**src/rtl/path_tracer.sv**
```systemverilog
// path_tracer: walks a predecessor table from destination back to source and
// streams the visited nodes over a valid/ready interface.
// A predecessor entry of all ones marks an unvisited node.
// Build option: define PATH_TRACER_REVERSE_EN to buffer the walk in an internal
// stack and emit the path source-to-destination instead of destination-to-source.
module path_tracer #(
  parameter int MAX_NODES   = 8,
  parameter int INDEX_WIDTH = 4
) (
  input  logic                             clock,
  input  logic                             reset,
  input  logic                             start,
  input  logic [INDEX_WIDTH-1:0]           source,
  input  logic [INDEX_WIDTH-1:0]           destination,
  input  logic [INDEX_WIDTH*MAX_NODES-1:0] prev_vector_flattened,
  output logic [INDEX_WIDTH-1:0]           path_node,
  output logic                             path_valid,
  input  logic                             path_ready,
  output logic                             path_last,
  output logic                             busy,
  output logic                             done,
  output logic                             fail,
  output logic [INDEX_WIDTH-1:0]           path_length
);

  // Hop counter must be able to hold MAX_NODES itself.
  localparam int                     HOP_W     = $clog2(MAX_NODES + 1);
  localparam logic [INDEX_WIDTH-1:0] UNVISITED = '1;
  localparam logic [HOP_W-1:0]       HOP_LAST  = HOP_W'(MAX_NODES - 1);

`ifdef PATH_TRACER_REVERSE_EN
  typedef enum logic [2:0] {ST_IDLE, ST_WALK, ST_DRAIN, ST_DONE, ST_FAIL} state_t;
`else
  typedef enum logic [2:0] {ST_IDLE, ST_WALK, ST_DONE, ST_FAIL} state_t;
`endif

  state_t                 state;
  logic [INDEX_WIDTH-1:0] cur;
  logic [INDEX_WIDTH-1:0] source_q;
  logic [INDEX_WIDTH-1:0] prev_of_cur;
  logic [HOP_W-1:0]       hop;
  logic                   cur_in_range;

  function automatic logic in_range(input logic [INDEX_WIDTH-1:0] n);
    return 32'(n) < 32'(MAX_NODES);
  endfunction

  // Look up the predecessor of the current node straight from the live table.
  always_comb begin
    // NOTE: default first so every path assigns prev_of_cur and no latch is inferred.
    prev_of_cur = '0;
    for (int j = 0; j < MAX_NODES; j++) begin
      if (32'(cur) == 32'(j)) prev_of_cur = prev_vector_flattened[INDEX_WIDTH*j +: INDEX_WIDTH];
    end
  end

  assign cur_in_range = in_range(cur);

`ifdef PATH_TRACER_REVERSE_EN
  localparam int SEL_W = (MAX_NODES > 1) ? $clog2(MAX_NODES) : 1;

  logic [INDEX_WIDTH-1:0] stack_mem [MAX_NODES];
  logic [HOP_W-1:0]       sp;
  logic [HOP_W-1:0]       sp_m1;
  logic                   push;

  assign sp_m1 = sp - 1'b1;
  // The source node is never pushed: it goes straight to path_node as the first pop.
  assign push  = (state == ST_WALK) && cur_in_range && (cur != source_q);

  // Stack storage: one write per walk step, asynchronous read at sp-1.
  always_ff @(posedge clock) begin
    // NOTE: storage is deliberately not reset; sp alone decides which entries are live.
    if (push) stack_mem[sp[SEL_W-1:0]] <= cur;
  end
`else
  // The node under inspection is the node on offer.
  assign path_node = cur;
`endif

  // Control FSM with registered handshake and status outputs.
  always_ff @(posedge clock) begin
    if (reset) begin
      state       <= ST_IDLE;
      cur         <= '0;
      source_q    <= '0;
      hop         <= '0;
      path_valid  <= 1'b0;
      path_last   <= 1'b0;
      busy        <= 1'b0;
      done        <= 1'b0;
      fail        <= 1'b0;
      path_length <= '0;
`ifdef PATH_TRACER_REVERSE_EN
      path_node   <= '0;
      sp          <= '0;
`endif
    end else begin
      // NOTE: non-blocking defaults here are overridden by later <= in the same
      // cycle, which makes done/fail single-cycle pulses without extra logic.
      done <= 1'b0;
      fail <= 1'b0;
      case (state)
        ST_IDLE: begin
          if (start) begin
            source_q    <= source;
            cur         <= destination;
            hop         <= '0;
            path_length <= '0;
            busy        <= 1'b1;
            state       <= ST_WALK;
`ifdef PATH_TRACER_REVERSE_EN
            sp          <= '0;
`else
            // Offer the destination node on the very next cycle.
            path_valid  <= in_range(destination);
            path_last   <= in_range(destination) && (destination == source);
`endif
          end
        end

`ifdef PATH_TRACER_REVERSE_EN
        ST_WALK: begin
          if (!cur_in_range) begin
            state <= ST_FAIL;
            fail  <= 1'b1;
          end else begin
            hop <= hop + 1'b1;
            if (cur == source_q) begin
              state      <= ST_DRAIN;
              path_node  <= cur;
              path_valid <= 1'b1;
              path_last  <= (sp == '0);
            end else if ((prev_of_cur == UNVISITED) || (hop == HOP_LAST)) begin
              state <= ST_FAIL;
              fail  <= 1'b1;
            end else begin
              sp  <= sp + 1'b1;
              cur <= prev_of_cur;
            end
          end
        end

        ST_DRAIN: begin
          if (path_ready) begin
            if (path_last) begin
              state       <= ST_DONE;
              done        <= 1'b1;
              path_valid  <= 1'b0;
              path_last   <= 1'b0;
              path_length <= INDEX_WIDTH'(hop);
            end else begin
              path_node <= stack_mem[sp_m1[SEL_W-1:0]];
              sp        <= sp_m1;
              path_last <= (sp_m1 == '0);
            end
          end
        end
`else
        ST_WALK: begin
          if (!cur_in_range) begin
            state      <= ST_FAIL;
            fail       <= 1'b1;
            path_valid <= 1'b0;
            path_last  <= 1'b0;
          end else if (path_ready) begin
            // path_valid is necessarily high here: it mirrors cur_in_range in WALK.
            hop        <= hop + 1'b1;
            path_valid <= 1'b0;
            path_last  <= 1'b0;
            if (cur == source_q) begin
              state       <= ST_DONE;
              done        <= 1'b1;
              path_length <= INDEX_WIDTH'(hop + 1'b1);
            end else if ((prev_of_cur == UNVISITED) || (hop == HOP_LAST)) begin
              state <= ST_FAIL;
              fail  <= 1'b1;
            end else begin
              cur        <= prev_of_cur;
              path_valid <= in_range(prev_of_cur);
              path_last  <= in_range(prev_of_cur) && (prev_of_cur == source_q);
            end
          end
        end
`endif

        ST_DONE, ST_FAIL: begin
          state <= ST_IDLE;
          busy  <= 1'b0;
        end

        default: state <= ST_IDLE;
      endcase
    end
  end

endmodule
```
**config.mk**
```make
export PLATFORM = sky130hd
export DESIGN_NAME = path_tracer
export DESIGN_NICKNAME = d
export VERILOG_FILES = /design/src/rtl/path_tracer.sv
export SDC_FILE = /design/constraint.sdc
export NUM_CORES = 1
export LEC_CHECK = 0
export CORE_ASPECT_RATIO = 0.8
export CORE_UTILIZATION = 43
export CTS_BUF_LIST = sky130_fd_sc_hd__clkbuf_4 sky130_fd_sc_hd__clkbuf_8 sky130_fd_sc_hd__clkbuf_16
export CTS_CLUSTER_SIZE = 25
export DETAILED_ROUTE_END_ITERATION = 6
export GPL_ROUTABILITY_DRIVEN = 0
export PLACE_DENSITY = 0.83
export SYNTH_ARGS = -nofsm -noshare
export SYNTH_HDL_FRONTEND = slang
export SYNTH_SLANG_ARGS = --single-unit
```
**constraint.sdc**
```tcl
create_clock -name clock -period 3.2 [get_ports clock]
set_input_delay 0.48 -clock clock [delete_from_list [all_inputs] [get_ports clock]]
set_output_delay 0.48 -clock clock [all_outputs]
set_load 0.02 [all_outputs]
```
Word level (Yosys, flattened, before mapping) --
Index checks and enable logic that the tools add are counted.
Cells by class: add/sub/neg operators 1, $lt $le $gt $ge 3, equal/unequal tests 23, multiplexer cells 47, bitwise logic cells 3, reduce and logical (&&, ||, !) cells 17
Operators with widths (count):
- $mux 4 | 19
- $pmux 4 s2 | 3
- $eq 4x3->1 const B | 5
- $mux 1 | 16
- $mux 3 | 5
- $eq 4x4->1 | 3
- $lt 4x4->1 const B | 3
- $ne 2x2->1 const B | 6
- $eq 4x2->1 const B | 2
- $eq 3x2->1 const B | 2
- $pmux 1 s2 | 3
- $pmux 3 s2 | 1
- $reduce_and 3->1 | 2
- $reduce_and 6->1 | 1
- $reduce_and 5->1 | 1
- $add 4x1->4 const B | 1
- $eq 4x1->1 const B | 1
- $eq 4x4->1 const B | 1
- $logic_not 4->1 | 1
- $ne 4x4->1 const B | 1
- $reduce_and 2->1 | 2
- $reduce_and 4->1 | 1
- $reduce_bool 2->1 | 2
- $reduce_or 2->1 | 2
- 7 further kinds | 10
Storage, ports and cells: register bits after elaboration 24, bits of input ports 44, output and inout bits 13, word-level logic and storage cells 104

Longest topological paths before layout --
depth in word-level cells 16, depth in mapped cells 9, mapped depth without buffers 7

Worst setup path before layout --
OpenSTA, ideal clock, no wires.
path type register to register, from register cur[2], in the netlist path_node[2], to register cur[3], in the netlist path_node[3], arrival 1797 ps, data required time 3097 ps, setup slack 1300 ps, cell stages (with the launch flop) 8, period minus slack after synthesis 1900 ps, cell sequence dfxtp_1 buf_4 a21oi_1 or3_4 a21oi_4 nor4_2 o21a_1 a2111oi_2
On the way: word-level cells in the longest chain between the ends 14, elaborated cells on any way between the ends 29, classes of those cells order compare: 1; eq/ne: 12; mux: 13; reduce/logical: 3
Ends and longest elaborated chain:
- start, declared | line 38 | logic [INDEX_WIDTH-1:0] cur;
- start signal, assigned | line 107 | cur <= destination;
- start signal, assigned | line 179 | cur <= prev_of_cur;
- $logic_not 4->1 | line 53 | if (32'(cur) == 32'(j)) prev_of_cur = prev_vector_flattened[INDEX_WIDTH*j +: INDEX_WIDTH];
- $mux 4 (8 in a row) | line 53
- $mux 4 | line 175 | end else if ((prev_of_cur == UNVISITED) || (hop == HOP_LAST)) begin
- $mux 4 | line 171 | if (cur == source_q) begin
- $mux 4 | line 166 | end else if (path_ready) begin
- $mux 4 | line 161 | if (!cur_in_range) begin
- $pmux 4 s2 | line 103 | case (state)
Several ways; a longest one is shown, not always the timed one. The select of a mux whose other input is x is not followed. A chain may end at the register's enable or synchronous reset.

Worst setup path after layout --
from register cur[1], in the netlist path_node[1], to register fail
On the way: word-level cells in the longest chain between the ends 15, elaborated cells on any way between the ends 24, classes of those cells order compare: 1; eq/ne: 9; mux: 12; reduce/logical: 2
Ends and longest elaborated chain:
- $logic_not 4->1 | line 53
- $mux 4 (8 in a row) | line 53
- $eq 4x4->1 | line 175
- $logic_or 1x1->1 | line 175
- $mux 1 | line 175
- $mux 1 | line 171
- $mux 1 | line 166
- $mux 1 (*) | line 161
- end signal, assigned | line 102 | fail <= 1'b0;
- end signal, assigned | line 163 | fail <= 1'b1;
- end signal, assigned | line 177 | fail <= 1'b1;
- end, declared | line 22 | output logic fail,
Mark *: on every way between the ends. The rest lies on a longest branch, timed or not.

==> results.json <==
{
  "worstSkewPairLatency_ns": 0.26,
  "worstPathRequired_ns": 3.40,
  "totalNegativeSetupSlack_ns": 0,
  "setup.worst_path.start": "path_node[1]$_SDFFE_PP0P_",
  "report.final.setup_viol": 0,
  "placeableCoreArea_um2": 3829,
  "clkSinkCount": 23,
  "ctsHtreeMaxLevel": 1,
  "power.density_cell_area_nw_per_um2": 480.8,
  "p_leak_nw": 0.8705,
  "post-route-drc-count": 0,
  "cts_post_setup_buffers_inserted": 0,
  "timing.max_cap.violations": 0,
  "syn-mean-instance-area_um2": 7.907,
  "via_count_of_the_first_global_routing_pass": 1521,
  "holdPathStages": 2,
  "global_route.usage.total_pct": 20.92,
  "post_route_cells_drive_above_1_share_pct": 9.701,
  "die-width_um": 72.95,
  "timing.rr.start": "path_node[1]$_SDFFE_PP0P_",
  "number_of_enable_flip_flop_cells_after_synthesis": 0,
  "holdCritStartpoint": "path_length[3]$_SDFFE_PP0P_",
  "yosys-top-cells-area": "sky130_fd_sc_hd__dfxtp_1, sky130_fd_sc_hd__a21oi_1, sky130_fd_sc_hd__mux2i_1",
  "port_buffers": 56,
  "hp-class": "flip-flop to flip-flop",
  "floorplan.initialDensity_pct": 45.23,
  "finalWorstPathRequiredPeriod_ns": 2.456,
  "drtPass1Iterations": 4,
  "antenna_violating_nets_post_route": 0,
  "synth_cell_type_count": 55,
  "power_consumption_w": 0.001127,
  "path_class": "flip-flop to flip-flop",
  "via_count": 1743,
  "worst_ir_drop_vdd_mv": 0.3352,
  "post_cts_resized": 0,
  "async_reset_ff_share_pct": 0,
  "cts_max_path_buffers": 2,
  "antenna_found_initial": 0,
  "timing.critical_path.from_type": "flip-flop",
  "yosys_warnings": 0,
  "clk_root_buffer_cell": "sky130_fd_sc_hd__clkbuf_8",
  "grt_remaining_overflow": 0,
  "placed_wire_length_estimate_mm": 3.321,
  "cts-buffers-inserted": 3,
  "cp_data_arrival_time_ns": 2.66,
  "rsz0062_at_grt": "no",
  "final_max_slew_viol_count": 0,
  "hold_fix_buffer_count_after_cts": 0,
  "die-area_um2": 4287,
  "num-nets-final": 314,
  "synth_flop_cell": "sky130_fd_sc_hd__dfxtp_1",
  "synthToLayoutAreaGrowth_pct": 35.40,
  "synth.ff_latch_count": 23,
  "slew_headroom_pct": 37.09,
  "grt_start_max_net_pins": 29,
  "post-route-period-util_pct": 76.74,
  "timing.hold.worst_endpoint": "path_length[3]$_SDFFE_PP0P_",
  "synth.net_count": 264,
  "detail_route.vias_per_cell": 5.396,
  "detail_route.wirelength_mm": 4.378,
  "dr.first_iter.drc_count": 107,
  "outcome": "complete, no violations",
  "n_antenna_cell": 0,
  "floorplan_row_count": 20,
  "routed_len_inst_um": 13.55,
  "synthCells": 219,
  "ios": 57,
  "mappedNetlistArea_um2": 1732,
  "clock_pin_slew_reported_for_the_worst_setup_and_hold_paths_after_clock_tree_synthesis_ns": 0.08,
  "yosysTopAreaCell": "sky130_fd_sc_hd__dfxtp_1",
  "fp.dieH_um": 58.76,
  "grt_first_pass_wirelength_mm": 6.955,
  "cell_types_with_the_highest_counts_after_synthesis": "sky130_fd_sc_hd__a21oi_1, sky130_fd_sc_hd__dfxtp_1, sky130_fd_sc_hd__nor2_1, sky130_fd_sc_hd__nand2_1, sky130_fd_sc_hd__o21ai_0",
  "synth.top_cell.area_share_pct": 26.59,
  "fmax_mhz": 407.2,
  "fillerInstances": 351,
  "setup.worst_path.end_class": "flip-flop",
  "timing.clock.skew_ns": 0.005405,
  "timing_worst_slew_pin_value_ns": 0.9424,
  "crit_path_max_fanout": 18,
  "worst_reg2reg_endpoint": "fail$_SDFF_PP0_",
  "r2r_slack_ns": 0.74,
  "report.final.hold_viol_count": 0,
  "tritoncts": "yes",
  "seq_area_frac_synth_pct": 26.59,
  "timing.reg2reg.worst_path_depth": 8
}
critical path, cell delays in order (launching register included):
cell and delay (ns):
sky130_fd_sc_hd__dfxtp_1 0.72, sky130_fd_sc_hd__buf_4 0.31, sky130_fd_sc_hd__nand4b_1 0.12, sky130_fd_sc_hd__a21oi_1 0.18, sky130_fd_sc_hd__a31oi_1 0.09, sky130_fd_sc_hd__o22ai_2 0.34, sky130_fd_sc_hd__inv_2 0.08, sky130_fd_sc_hd__nor4b_4 0.36
sky130_fd_sc_hd__o311a_1 0.20
per-layer routing:
metal  vias up  part of all wire (%)  GRT usage, %
li1        878                     -             -
met3         6                   4.9         5.308
met4         0                   1.0         5.042
met5         -                     0             0
met2        46                    46         32.44
met1       813                    48         29.19
layout make-up:
cell class	instances	area [um2]	area share [%]
multi-input cells	173	1150	49.04
repair buffers	59	583.1	24.87
flip-flops and latches	23	460.4	19.64
well taps	55	68.82	2.935
clock buffers	4	48.80	2.081
inverters	9	33.78	1.441
metrics by stage:
step	hold WS, ns	std cells	util (%)	area, um2	setup WS [ns]
after floorplan	0.4794	219	-	1732	1.300
after global routing	0.4919	323	61.24	2345	0.5289
after detailed placement	0.4454	319	59.97	2296	0.7604
after global placement	0.4424	319	59.97	2296	0.7509
after CTS	0.4563	323	61.24	2345	0.7346
final	0.4536	323	61.24	2345	0.7445
sequential cells by signal, indices dropped and copies added, names as in the netlist:
register,flops
busy,1
done,1
fail,1
hop,4
path_last,1
path_length,4
path_node,4
path_valid,1
source_q,4
state,2
logic make-up after synthesis:
family          synth area share [%]
compound gates                 26.37
flops                          26.59
buf+inv                        7.008
xor+xnor                       6.069
fa+ha+maj                     0.7224
mux                            7.731
simple gates                   25.50
placed cells by master, fill, tap and decap left out, types with 2 or more instances in the layout:
cell type / netlist / final
sky130_fd_sc_hd__a211oi_1: 4 / 4
sky130_fd_sc_hd__a21o_1: 4 / 4
sky130_fd_sc_hd__a21oi_1: 23 / 23
sky130_fd_sc_hd__a21oi_2: 3 / 3
sky130_fd_sc_hd__a22o_1: 2 / 2
sky130_fd_sc_hd__a31o_1: 2 / 2
sky130_fd_sc_hd__buf_4: 2 / 3
sky130_fd_sc_hd__clkbuf_8: 0 / 3
sky130_fd_sc_hd__clkdlybuf4s50_1: 0 / 56
sky130_fd_sc_hd__dfxtp_1: 23 / 23
sky130_fd_sc_hd__inv_1: 8 / 8
sky130_fd_sc_hd__mux2i_1: 10 / 10
sky130_fd_sc_hd__nand2_1: 20 / 20
sky130_fd_sc_hd__nand2b_1: 8 / 8
sky130_fd_sc_hd__nand3_1: 3 / 3
sky130_fd_sc_hd__nand3b_1: 2 / 2
sky130_fd_sc_hd__nand4_1: 2 / 2
sky130_fd_sc_hd__nand4b_1: 3 / 3
sky130_fd_sc_hd__nor2_1: 23 / 23
sky130_fd_sc_hd__nor2b_1: 2 / 2
sky130_fd_sc_hd__nor3_1: 3 / 3
sky130_fd_sc_hd__nor4_1: 2 / 2
sky130_fd_sc_hd__o21ai_0: 13 / 13
sky130_fd_sc_hd__o21ai_1: 3 / 3
sky130_fd_sc_hd__o21ai_2: 2 / 2
sky130_fd_sc_hd__o311a_1: 2 / 2
sky130_fd_sc_hd__or3_1: 2 / 2
sky130_fd_sc_hd__xnor2_1: 8 / 8
sky130_fd_sc_hd__xor2_1: 4 / 4
worst max-delay path by stage:
stage | depth (start not counted) | to | slack, ns
final | 8 | fail$_SDFF_PP0_ | 0.74
after detailed placement | 8 | fail$_SDFF_PP0_ | 0.76
after global routing | 7 | fail$_SDFF_PP0_ | 0.53
after global placement | 8 | fail$_SDFF_PP0_ | 0.75
after CTS | 1 | path_node[0] | 0.73
after floorplan | 7 | path_node[3]$_SDFFE_PP0P_ | 1.30
power breakdown:
part / switching (W) / internal (W) / leakage [nW]
Combinational: 0.000287 / 0.000268 / 0.656
Clock: 0.0000899 / 0.0000974 / 0.0262
Sequential: 0.0000722 / 0.000312 / 0.188
Note: power is estimated with default switching activity, not from simulation.
